==> src/rtl/sasa_cam_arb.sv <==
`timescale 1ns/1ps
// Purpose : round-robin arbiter sharing one fixed-latency CAM between two search requesters.
// Latency : transfer in cycle H -> cam_search in H+1 -> rsp_valid from H+2+CAM_LAT.
// Backpr. : one search in flight; req_ready only in IDLE, response held until the owner acks.
//
// Ports:
//   clk, reset            clock and asynchronous active-high reset
//   req_valid/req_ready   per-requester search handshake (req_ready one-hot)
//   req_key0/req_key1     search keys of requester 0 / 1
//   rsp_valid/rsp_ack     one-hot response to the owning requester, consumed by its ack bit
//   rsp_match             captured CAM match vector (shared, holds until next capture)
//   cam_key/cam_search    key and one-cycle strobe to the shared CAM
//   cam_match             CAM result, valid CAM_LAT cycles after cam_search
//   busy                  high whenever the FSM is not IDLE
module sasa_cam_arb #(
    parameter int CAM_LEN = 16,
    parameter int CAM_LAT = 2
) (
    input  logic               clk,
    input  logic               reset,
    input  logic [1:0]         req_valid,
    input  logic [7:0]         req_key0,
    input  logic [7:0]         req_key1,
    output logic [1:0]         req_ready,
    output logic [1:0]         rsp_valid,
    output logic [CAM_LEN-1:0] rsp_match,
    input  logic [1:0]         rsp_ack,
    output logic [7:0]         cam_key,
    output logic               cam_search,
    input  logic [CAM_LEN-1:0] cam_match,
    output logic               busy
);

    typedef enum logic [1:0] {
        S_IDLE   = 2'd0,
        S_SEARCH = 2'd1,
        S_WAIT   = 2'd2,
        S_RESP   = 2'd3
    } state_t;

    // WAIT counter value on the cycle the CAM result is valid.
    localparam logic [2:0] LP_LAST = 3'(CAM_LAT - 1);

    state_t             r_state;
    state_t             w_next;
    logic               r_ptr;      // preferred requester on contention
    logic               r_id;       // owner of the in-flight search
    logic [7:0]         r_key;
    logic [2:0]         r_cnt;
    logic [CAM_LEN-1:0] r_match;

    logic [1:0]         w_gnt;
    logic               w_xfer;
    logic               w_last;

    // One-hot grant; the pointer only matters when both requesters are asking.
    always_comb begin
        w_gnt = 2'b00;
        case (req_valid)
            2'b01:   w_gnt = 2'b01;
            2'b10:   w_gnt = 2'b10;
            2'b11:   w_gnt = r_ptr ? 2'b10 : 2'b01;
            default: w_gnt = 2'b00;
        endcase
    end

    assign w_xfer = (r_state == S_IDLE) && (w_gnt != 2'b00);
    assign w_last = (r_state == S_WAIT) && (r_cnt == LP_LAST);

    always_ff @(posedge clk or posedge reset) begin
        if (reset) begin
            r_state <= S_IDLE;
        end else begin
            r_state <= w_next;
        end
    end

    always_comb begin
        w_next     = r_state;
        req_ready  = 2'b00;
        rsp_valid  = 2'b00;
        cam_search = 1'b0;
        cam_key    = 8'h00;
        busy       = (r_state != S_IDLE);
        case (r_state)
            S_IDLE: begin
                req_ready = w_gnt;
                if (w_gnt != 2'b00) begin
                    w_next = S_SEARCH;
                end
            end
            S_SEARCH: begin
                cam_search = 1'b1;
                cam_key    = r_key;
                w_next     = S_WAIT;
            end
            S_WAIT: begin
                if (w_last) begin
                    w_next = S_RESP;
                end
            end
            S_RESP: begin
                rsp_valid = r_id ? 2'b10 : 2'b01;
                // Only the owner's ack bit can release the response.
                if (rsp_ack[r_id]) begin
                    w_next = S_IDLE;
                end
            end
            default: w_next = S_IDLE;
        endcase
    end

    always_ff @(posedge clk or posedge reset) begin
        if (reset) begin
            r_ptr   <= 1'b0;
            r_id    <= 1'b0;
            r_key   <= 8'h00;
            r_cnt   <= 3'd0;
            r_match <= '0;
        end else begin
            if (w_xfer) begin
                // Only the granted requester's key is ever latched.
                r_key <= w_gnt[1] ? req_key1 : req_key0;
                r_id  <= w_gnt[1];
                r_ptr <= ~w_gnt[1];
            end
            if (r_state == S_WAIT) begin
                r_cnt <= w_last ? 3'd0 : r_cnt + 3'd1;
            end else begin
                r_cnt <= 3'd0;
            end
            // cam_match is sampled on exactly one edge per search.
            if (w_last) begin
                r_match <= cam_match;
            end
        end
    end

    assign rsp_match = r_match;

endmodule

==> config.mk <==
export PLATFORM = sky130hd
export DESIGN_NAME = sasa_cam_arb
export DESIGN_NICKNAME = d
export VERILOG_FILES = /design/src/rtl/sasa_cam_arb.sv
export SDC_FILE = /design/constraint.sdc
export NUM_CORES = 1
export LEC_CHECK = 0
export ABC_AREA = 0
export CORE_UTILIZATION = 40
export CTS_CLUSTER_SIZE = 14
export DETAILED_ROUTE_END_ITERATION = 8
export PLACE_DENSITY_LB_ADDON = 0.25
export SYNTH_ARGS = -nofsm -noshare
export SYNTH_HDL_FRONTEND = slang
export SYNTH_SLANG_ARGS = --single-unit
==> constraint.sdc <==
create_clock -name clk -period 1.6 [get_ports clk]
set_input_delay 0.48 -clock clk [delete_from_list [all_inputs] [get_ports clk]]
set_output_delay 0.48 -clock clk [all_outputs]
set_load 0.005 [all_outputs]
# == Word level (Yosys, flattened, before mapping) ==
# Cells that the tools add are included.
# totals
out_inout_bits,30
inputBits,38
elab_cells,41
register_bits,31
# classes
addsub,1
mux,16
reduce_logical,6
bitwise_logic,1
eq_ne,10
n_lt_le_gt_ge,1
# op_table
operator,n
8-bit two-way mux,2
2-bit two-way mux,7
2-bit == test (second input constant),4
2-bit case mux with 4 select lines,1
3-bit two-way mux,2
2-bit case mux with 3 select lines,1
2-bit by 1-bit == test with 1-bit output (second input constant),2
2-bit != test (second input constant),2
2-bit nonzero test,2
3-bit by 1-bit adder with 3-bit output (second input constant),1
3-bit by 1-bit == test with 1-bit output (second input constant),1
1-bit two-way mux,3
3-bit AND reduction,1
1-bit logical AND,2
2-bit logical NOT,1
1-bit by 2-bit < comparator with 1-bit output (second input constant),1
2-bit by 1-bit != test with 1-bit output (second input constant),1
1-bit inverter,1

# == Longest topological paths before layout ==
# Gate-level depths: netlist of run 1.
# depth
word_depth,5
ltp_mapped,6
mapped_depth_nobuf,6

# == Worst setup path after synthesis of run 1 ==
# Ideal clock, no wire load.
# synth_timing
path_kind,reg2out
start,register r_state[0]
end,output req_ready[0]
path_slack_ns,0.115
t_required_ns,1.120
path_stages_with_launch,5
path_buffers,0
t_arrival_ns,1.005
cell_sequence,dfrtp_1 > inv_1 > ha_1 > nand2_1 > a21oi_1
# synth_between
elab_chain_cells,2
# synth_rtl
item,line_no,text
"start, declared",44,state_t r_state;
"start signal, assigned",74,r_state <= w_next;
2-bit logical NOT,85,case (r_state)
2-bit two-way mux,85,
"end, declared",24,"output logic [1:0] req_ready,"
# No other way between the ends.

# == Worst setup path after layout of run 1 ==
# Ends and elaborated chain as after synthesis.

==> flow_summary.json, run 1 <==
{
  "synth-main-ff-cell": "dfrtp_1",
  "cts-buffers-inserted": 5,
  "fin_skew_ns": 0.01074,
  "post_drt_wl_per_cell_um": 12.93,
  "antenna_found_initial": 0,
  "end_kind": "output pin",
  "clock_path_buffers": 2,
  "grt_max_degree": 32,
  "num_rows": 21,
  "violations": "negative setup slack",
  "routed_via_density": 4.618,
  "cts.sinks": 31,
  "pin_count": 68,
  "core_um2": 3416,
  "setup_viol": 16,
  "drv_slew": 0,
  "ant_nets": 0,
  "ys_ff_latch": 31,
  "min_period_over_period": 1.222,
  "finalCriticalPeriod_ns": 1.954,
  "cellLeakagePower_nw": 1.264,
  "synth_edf_count": 0,
  "synth_fp_nets": 165,
  "synthArstFlopShare": 1.000,
  "worst_slew_pin_slew_ns": 0.2788,
  "layout_commonest_cell": "clkdlybuf4s50_1",
  "port_buffers": 67,
  "drt_first_pass_iters": 6,
  "ys_warn_count": 0,
  "grt_most_used_layer": "met2",
  "dieArea_um2": 3870,
  "num_vias": 1233,
  "htree_num_levels": 2,
  "worst-setup-path-type": "reg2out",
  "drv_cap": 0,
  "postSynthCellCount": 121,
  "drt_iter0_drc": 22,
  "die_y_um": 62.21,
  "wirelength_um": 3452,
  "multiInputGateArea_um2": 748.2,
  "crit_fanout": 2,
  "hp-class": "in2async",
  "antenna_cells": 0,
  "worst_slack_ns": -0.3544,
  "drive_gt1_frac": 0.4253,
  "arrival_ns": 1.47,
  "dp_hpwl_um": 2361,
  "grt_use_total": 0.2032,
  "grt_overflow": 0,
  "finalSetupTns_ns": -4.065,
  "startpoint_type": "flip-flop",
  "area_growth_pct": 77.31,
  "cts_tree": "done",
  "dieWidth_um": 62.21,
  "grt_pass1_wl_um": 6065,
  "fmax_mhz": 511.7,
  "clkSlewWorstSetupHoldPaths_ns": 0.10,
  "nFillCells": 247,
  "drc": 0,
  "crit_required_ns": 1.12,
  "final_cell_mix": "clkdlybuf4s50_1, dfrtp_1, buf_6",
  "cts_root_buf": "clkbuf_4",
  "synth_seq_area_share": 0.5349,
  "clock_latency_ns": 0.33,
  "ir_drop_mv": 0.7764,
  "syn_area_per_cell_um2": 11.98,
  "first_global_vias": 1324,
  "grt_util_met2": 0.3613,
  "syn_area_um2": 1450,
  "grt_util_met1": 0.2318,
  "slew_headroom": 0.8141,
  "grtUsageMet3": 0.06434,
  "pre_cts_slack_ns": -0.6767,
  "rsz0062_at_grt": "yes",
  "seq_area_um2": 775.7,
  "hold_viol_final": 0,
  "synth_cell_types": 23,
  "gp_congestion": 0.6705,
  "outcome": "complete, but fails checks",
  "powerDensity_nw_per_um2": 1625,
  "nets": 264,
  "start_util": 0.4245
}
## stage by stage
stage | hold slack [ns] | instances | instance area (um^2) | power [W] | utilization
floorplan | 0.4367 | 121 | 1450 | 0.002210 | -
detailed placement | 0.4619 | 244 | 2265 | 0.003286 | 0.6630
global route | 0.4877 | 267 | 2571 | 0.004492 | 0.7527
finish | 0.4768 | 267 | 2571 | 0.004179 | 0.7527
CTS | 0.4761 | 266 | 2524 | 0.004120 | 0.7388
global placement | 0.4533 | 244 | 2265 | 0.003206 | 0.6630
## cell usage after synthesis, drive strengths merged (2+ instances only)
cell type | instances | share of area
a22oi | 2 | 0.010
and2 | 8 | 0.035
buf | 3 | 0.016
dfrtp | 31 | 0.53
ha | 6 | 0.052
inv | 11 | 0.028
mux2 | 17 | 0.13
mux2i | 9 | 0.062
nand2 | 11 | 0.028
nor2 | 5 | 0.013
nor2b | 2 | 0.0086
o21ai | 10 | 0.037
## state kept, by name, indices dropped and copies added (netlist names)
name,count
rsp_match,16
r_key,8
r_cnt,3
r_state,2
r_id,1
r_ptr,1
## worst paths after layout
kind | startpoint | endpoint | slack [ns] | cells after the start
min in group clk | r_cnt[0]$_DFF_PP0_ | r_cnt[0]$_DFF_PP0_ | 0.48 | 1
hold / removal | reset | r_cnt[0]$_DFF_PP0_ | 0.48 | 3
hold reg to reg | r_cnt[0]$_DFF_PP0_ | r_cnt[0]$_DFF_PP0_ | 0.48 | 1
setup reg to reg | r_state[0]$_DFFE_PP0P_ | r_state[1]$_DFFE_PP0P_ | -0.15 | 8
setup / recovery | r_state[0]$_DFFE_PP0P_ | req_ready[0] | -0.35 | 7
max in group asynchronous | reset | r_key[3]$_DFFE_PP0P_ | 0.95 | 3
## worst max-delay path, stage by stage (launching register included)
cell     delay, ns
dfrtp_1       0.42
buf_6         0.13
inv_4         0.05
ha_4          0.13
buf_6         0.11
nand2_4       0.05
a21oi_4       0.12
buf_2         0.13
## final cells by class
cell class,count,area share
clock buffer,5,0.01460
clock inverter,3,0.005839
inverter,11,0.01703
multi-input combinational,77,0.2910
sequential,31,0.3017
tap,46,0.02238
timing repair buffer,94,0.3474
## where the power goes
part | switching (W) | total, W | leakage, nW | internal (W)
Combinational | 0.000887 | 0.00238 | 0.856 | 0.00149
Clock | 0.000270 | 0.000433 | 0.0347 | 0.000163
Sequential | 0.000207 | 0.00137 | 0.373 | 0.00116
Total | 0.00136 | 0.00418 | 1.26 | 0.00281
## repair_timing
| action | CTS | global route |
|---|---|---|
| pin swaps | 7 | 7 |
| cloned | 1 | 0 |
| resized for setup | 120 | 10 |
| hold buffers | 0 | 0 |
| setup endpoints to repair | 47 | 34 |
| buffers inserted | 13 | 3 |
## cells by family after synthesis
logic type	after synthesis	synth area share
DFF	31	0.5349
AOI/OAI and AO/OA	16	0.06988
muxes	26	0.1967
buffers and inverters	14	0.04486
and+or+nand+nor	28	0.1018
adders and majority gates	6	0.05177
## layer usage
layer  routed length (um)  up-vias  share of wire
li1                     -      603              -
met1                 1386      575           0.40
met2                 1826       51           0.53
met3                  211        4          0.061
met4                   27        0         0.0078
met5                    0        -              0
Note: power is estimated with default switching activity, not from simulation.
==> run 2, diff against run 1 <==
--- a/config.mk
+++ b/config.mk
@@ -13,3 +13,4 @@
 export SYNTH_ARGS = -nofsm -noshare
 export SYNTH_HDL_FRONTEND = slang
 export SYNTH_SLANG_ARGS = --single-unit
+export TNS_END_PERCENT = 1
==> constraint.sdc (replaced) <==
create_clock -name clk -period 2.1 [get_ports clk]
set_input_delay 0.63 -clock clk [delete_from_list [all_inputs] [get_ports clk]]
set_output_delay 0.63 -clock clk [all_outputs]
set_load 0.005 [all_outputs]
==> flow_summary.json, run 2 (synthesized netlist as in run 1, its figures left out) <==
{
  "first_global_vias": 1314,
  "swShare": 0.3129,
  "dieWidth_um": 62.21,
  "r2r_slack_ns": 0.47,
  "fmax_mhz": 487.0,
  "port_buffers": 67,
  "crit_fanout": 6,
  "dp_hpwl_um": 2353,
  "r2r-start": "r_state[0]$_DFFE_PP0P_",
  "drv_slew": 0,
  "routed_via_density": 4.609,
  "seq_power_share": 0.364,
  "drc": 0,
  "clkPwrFrac": 0.110,
  "worst_slew_pin_slew_ns": 0.3809,
  "min-delay-start": "r_cnt[0]$_DFF_PP0_",
  "htree_num_levels": 2,
  "antenna_found_initial": 0,
  "hold_viol_final": 0,
  "placed_cell_area_um2": 2230,
  "nets": 255,
  "drive_gt1_frac": 0.2877,
  "grtUsageMet3": 0.04963,
  "largest_reg_flops": 16,
  "r2r_cells": 6,
  "drt_first_pass_iters": 5,
  "final_area_um2": 2366,
  "num_rows": 21,
  "cellLeakagePower_nw": 1.122,
  "r2r-end": "r_state[1]$_DFFE_PP0P_",
  "num_vias": 1189,
  "min_period_over_period": 0.9778,
  "dieArea_um2": 3870,
  "cts.sinks": 31,
  "cts_root_buf": "clkbuf_4",
  "fin_skew_ns": 0.004993,
  "clock_path_buffers": 2,
  "p_int_w": 0.001967,
  "pin_count": 68,
  "cp_top_family": "flip-flops",
  "gp_congestion": 0.6845,
  "crit_required_ns": 1.47,
  "grt_most_used_layer": "met2",
  "setup_viol": 0,
  "cpMaxStageDelayCell": "dfrtp_1",
  "slew_headroom": 0.7461,
  "min_path_cells": 1,
  "worst-setup-path-type": "reg2out",
  "arrival_ns": 1.42,
  "grt_max_degree": 32,
  "post_drt_wl_per_cell_um": 12.57,
  "final_cell_mix": "clkdlybuf4s50_1, dfrtp_1, buf_4",
  "antenna_cells": 0,
  "combPwrFrac": 0.527,
  "cp_num_buf_inv": 2,
  "outcome": "finished clean",
  "start_util": 0.4245,
  "grt_use_total": 0.1887,
  "ant_nets": 0,
  "grt_util_met2": 0.3516,
  "grt_overflow": 0,
  "clock_latency_ns": 0.31,
  "cpPeakStageDelay_ns": 0.42,
  "core_um2": 3416,
  "wirelength_um": 3243,
  "clkSlewWorstSetupHoldPaths_ns": 0.09,
  "ir_drop_mv": 0.5793,
  "area_growth_pct": 63.16,
  "startpoint_type": "flip-flop",
  "die_y_um": 62.21,
  "hp-class": "reg2reg",
  "hold_slack_ns": 0.4730,
  "p_sw_w": 0.0008956,
  "finalCriticalPeriod_ns": 2.053,
  "cts-buffers-inserted": 5,
  "crit_chain": "buf_6, ha_4, and2_1, dlygate4sd2_1",
  "end_kind": "output pin",
  "grt_pass1_wl_um": 5637,
  "cts_tree": "done",
  "layout_commonest_cell": "clkdlybuf4s50_1",
  "hold_buffers": 0,
  "rsz0062_at_grt": "no",
  "drv_cap": 0,
  "powerDensity_nw_per_um2": 1210,
  "drt_iter0_drc": 26,
  "grt_util_met1": 0.1988,
  "holdPathEnd": "r_cnt[0]$_DFF_PP0_",
  "finalPower_w": 0.002862
}
[run 2: cell count changes in the layout (fill, tap and decap cells not counted), sizes merged]
cell           delta
buf              -21
clkdlybuf4s15     +5
dlymetal6s2s      +1
clkinv            -2
nand3b            -1
dlygate4sd2      -14
clkbuf            +7
clkdlybuf4s50    +16
[run 2: timing repair]
action	in CTS	in global routing
pin swaps	5	0
setup buffers	9	0
endpoints found under the setup margin	14	10
gates resized for setup	32	16
[run 2: power groups by stage]
stage	Combinational (W)	Sequential (W)	Clock, W
2_1_floorplan	0.000647	0.00104	0
3_3_place_gp	0.00137	0.00102	0
3_5_place_dp	0.00141	0.00104	0
4_1_cts	0.00152	0.00103	0.000333
5_1_grt	0.00165	0.00108	0.000356
6_report	0.00151	0.00104	0.000314
[run 2: worst max path at each step]
stage | from | endpoint | slack [ns] | cells past startpoint
finish | r_state[0]$_DFFE_PP0P_ | cam_key[2] | 0.05 | 4
floorplan | req_valid[1] | req_ready[1] | 0.37 | 4
CTS | r_state[0]$_DFFE_PP0P_ | busy | -0.16 | 5
global placement | req_valid[1] | req_ready[1] | -0.46 | 5
detailed placement | req_valid[1] | req_ready[1] | -0.58 | 5
global route | r_state[0]$_DFFE_PP0P_ | cam_key[2] | 0.005 | 4
[run 2: cell type report]
| cell class | instances | area (um^2) |
|---|---|---|
| flip-flops and latches | 31 | 775.7 |
| repair buffers | 86 | 792.0 |
| multi-input cells | 76 | 649.4 |
| clock inverters | 1 | 5.005 |
| inverters | 11 | 41.29 |
| clock buffers | 7 | 45.04 |
| well taps | 46 | 57.56 |
| fillers | 270 | 1050 |
[run 2: routing by layer]
layer | share of wire | vias up
li1 | - | 585
met1 | 0.40 | 551
met2 | 0.52 | 48
met3 | 0.066 | 5
met4 | 0.014 | 0
met5 | 0 | -
[run 2: stage by stage]
step	setup slack, ns	TNS, ns	cells	utilization
final	0.04657	0	258	0.6927
after global routing	0.004686	0	258	0.6927
after CTS	-0.1640	-0.2378	258	0.6945
after detailed placement	-0.5823	-1.076	241	0.6527
after global placement	-0.4599	-0.8719	241	0.6527
after floorplan	0.3725	0	121	-
==> run 3, diff against run 2 <==
--- a/config.mk
+++ b/config.mk
@@ -7,9 +7,9 @@
 export LEC_CHECK = 0
 export ABC_AREA = 0
 export CORE_UTILIZATION = 40
-export CTS_CLUSTER_SIZE = 14
 export DETAILED_ROUTE_END_ITERATION = 8
 export PLACE_DENSITY_LB_ADDON = 0.25
+export SKIP_LAST_GASP = 1
 export SYNTH_ARGS = -nofsm -noshare
 export SYNTH_HDL_FRONTEND = slang
 export SYNTH_SLANG_ARGS = --single-unit
==> flow_summary.json, run 3 (synthesized netlist as in run 1, its figures left out) <==
{
  "cpMaxStageDelayCell": "clkdlybuf4s50_1",
  "grt_max_degree": 32,
  "antenna_found_initial": 0,
  "r2r-start": "r_state[1]$_DFFE_PP0P_",
  "pre_cts_slack_ns": -0.5823,
  "hp-class": "reg2reg",
  "placed_cells": 241,
  "num_vias": 1193,
  "cts.sinks": 31,
  "routed_via_density": 4.624,
  "cpPeakStageDelay_ns": 0.53,
  "min_path_cells": 1,
  "startpoint_type": "primary input",
  "crit_chain": "clkdlybuf4s50_1, nand2_1, a21oi_2, dlygate4sd2_1",
  "outcome": "complete, but fails checks",
  "largest_reg_flops": 16,
  "wirelength_um": 3241,
  "cts_root_buf": "clkbuf_4",
  "hold_slack_ns": 0.4739,
  "pin_count": 68,
  "start_util": 0.4245,
  "core_um2": 3416,
  "port_buffers": 67,
  "worst_slew_pin_slew_ns": 0.3803,
  "gp_congestion": 0.6845,
  "ir_drop_mv": 0.5949,
  "setup_viol": 11,
  "slew_headroom": 0.7465,
  "first_global_vias": 1307,
  "fmax_mhz": 438.0,
  "powerDensity_nw_per_um2": 1205,
  "grtUsageMet3": 0.04963,
  "min-delay-start": "r_cnt[0]$_DFF_PP0_",
  "clock_latency_ns": 0.32,
  "post_drt_wl_per_cell_um": 12.56,
  "cts_tree": "done",
  "crit_fanout": 3,
  "drv_slew": 0,
  "grt_use_total": 0.1871,
  "crit_required_ns": 1.47,
  "clock_path_buffers": 2,
  "antenna_cells": 0,
  "holdPathEnd": "r_cnt[0]$_DFF_PP0_",
  "cellLeakagePower_nw": 1.142,
  "drt_iter0_drc": 22,
  "grt_overflow": 0,
  "dieArea_um2": 3870,
  "area_growth_pct": 63.33,
  "layoutNonFillerInstCount": 258,
  "r2r_cells": 6,
  "layout_commonest_cell": "clkdlybuf4s50_1",
  "die_y_um": 62.21,
  "drc": 0,
  "dp_hpwl_um": 2353,
  "grt_pass1_wl_um": 5589,
  "finalCriticalPeriod_ns": 2.283,
  "worst_slack_ns": -0.1832,
  "num_rows": 21,
  "drive_gt1_frac": 0.2453,
  "grt_util_met2": 0.3462,
  "hold_viol_final": 0,
  "cts-buffers-inserted": 5,
  "r2r-end": "r_state[1]$_DFFE_PP0P_",
  "nets": 255,
  "drv_cap": 0,
  "clkSlewWorstSetupHoldPaths_ns": 0.10,
  "violations": "negative setup slack",
  "r2r_slack_ns": 0.48,
  "arrival_ns": 1.65,
  "end_kind": "output pin",
  "fin_skew_ns": 0.009695,
  "drt_first_pass_iters": 6,
  "grt_most_used_layer": "met2",
  "min_period_over_period": 1.087,
  "dieWidth_um": 62.21,
  "grt_util_met1": 0.1988,
  "final_cell_mix": "clkdlybuf4s50_1, dfrtp_1, buf_4",
  "nFillCells": 272,
  "ant_nets": 0,
  "htree_num_levels": 2,
  "worst-setup-path-type": "in2out",
  "rsz0062_at_grt": "yes"
}
==> run 3: changes by cell type in the layout (fill, tap and decap cells not counted), sizes merged <==
cell / change
dlygate4sd2: +3
clkdlybuf4s50: +7
clkdlybuf4s15: -5
clkbuf: -4
buf: -1
==> run 3: how the worst max path moves through the flow <==
stage / start / end / depth (start not counted)
global route: r_state[1]$_DFFE_PP0P_ / rsp_valid[1] / 5
global placement: req_valid[1] / req_ready[1] / 5
finish: req_valid[0] / req_ready[0] / 4
floorplan: req_valid[1] / req_ready[1] / 4
CTS: r_state[1]$_DFFE_PP0P_ / cam_key[2] / 4
detailed placement: req_valid[1] / req_ready[1] / 5
==> run 3: what timing repair did <==
item                                    CTS  global route
endpoints found under the setup margin   14            14
hold buffers                              0             0
hold endpoints to repair                  0             0
setup buffers                             9             0
pin swaps                                 2             1
resized for setup                        18             2
==> run 3: power by group <==
group	total (W)	leakage, nW	internal, W	switching (W)
combinational	0.00150	0.739	0.000951	0.000550
clock	0.000318	0.0293	0.000130	0.000187
sequential	0.00103	0.373	0.000884	0.000151
total	0.00285	1.14	0.00197	0.000889
==> run 3: critical path: cells and delay by family <==
kind | cells | cell delay [ns]
compound gates | 1 | 0.15
simple gates | 1 | 0.10
buf+inv | 2 | 0.78
==> run 3: layout make-up <==
class | count | area (um^2) | area share
Sequential cell | 31 | 775.7 | 0.3275
Clock buffer | 7 | 45.04 | 0.01902
Clock inverter | 1 | 5.005 | 0.002113
Tap cell | 46 | 57.56 | 0.02430
Inverter | 11 | 41.29 | 0.01743
Timing Repair Buffer | 86 | 799.5 | 0.3376
Multi-Input combinational cell | 76 | 644.4 | 0.2721
==> run 3: per-stage QoR <==
step	power [W]	area (um^2)	util	TNS [ns]
finish	0.002855	2369	0.6934	-1.458
global route	0.003067	2369	0.6934	-2.079
CTS	0.002884	2371	0.6941	-1.776
detailed placement	0.002450	2230	0.6527	-1.076
global placement	0.002391	2230	0.6527	-0.8719
floorplan	0.001684	1450	-	0
==> run 3: per-layer routing <==
metal,up-vias,wire length [um]
li1,586,-
met1,552,1293
met2,50,1689
met3,5,212
met4,0,45
met5,-,0
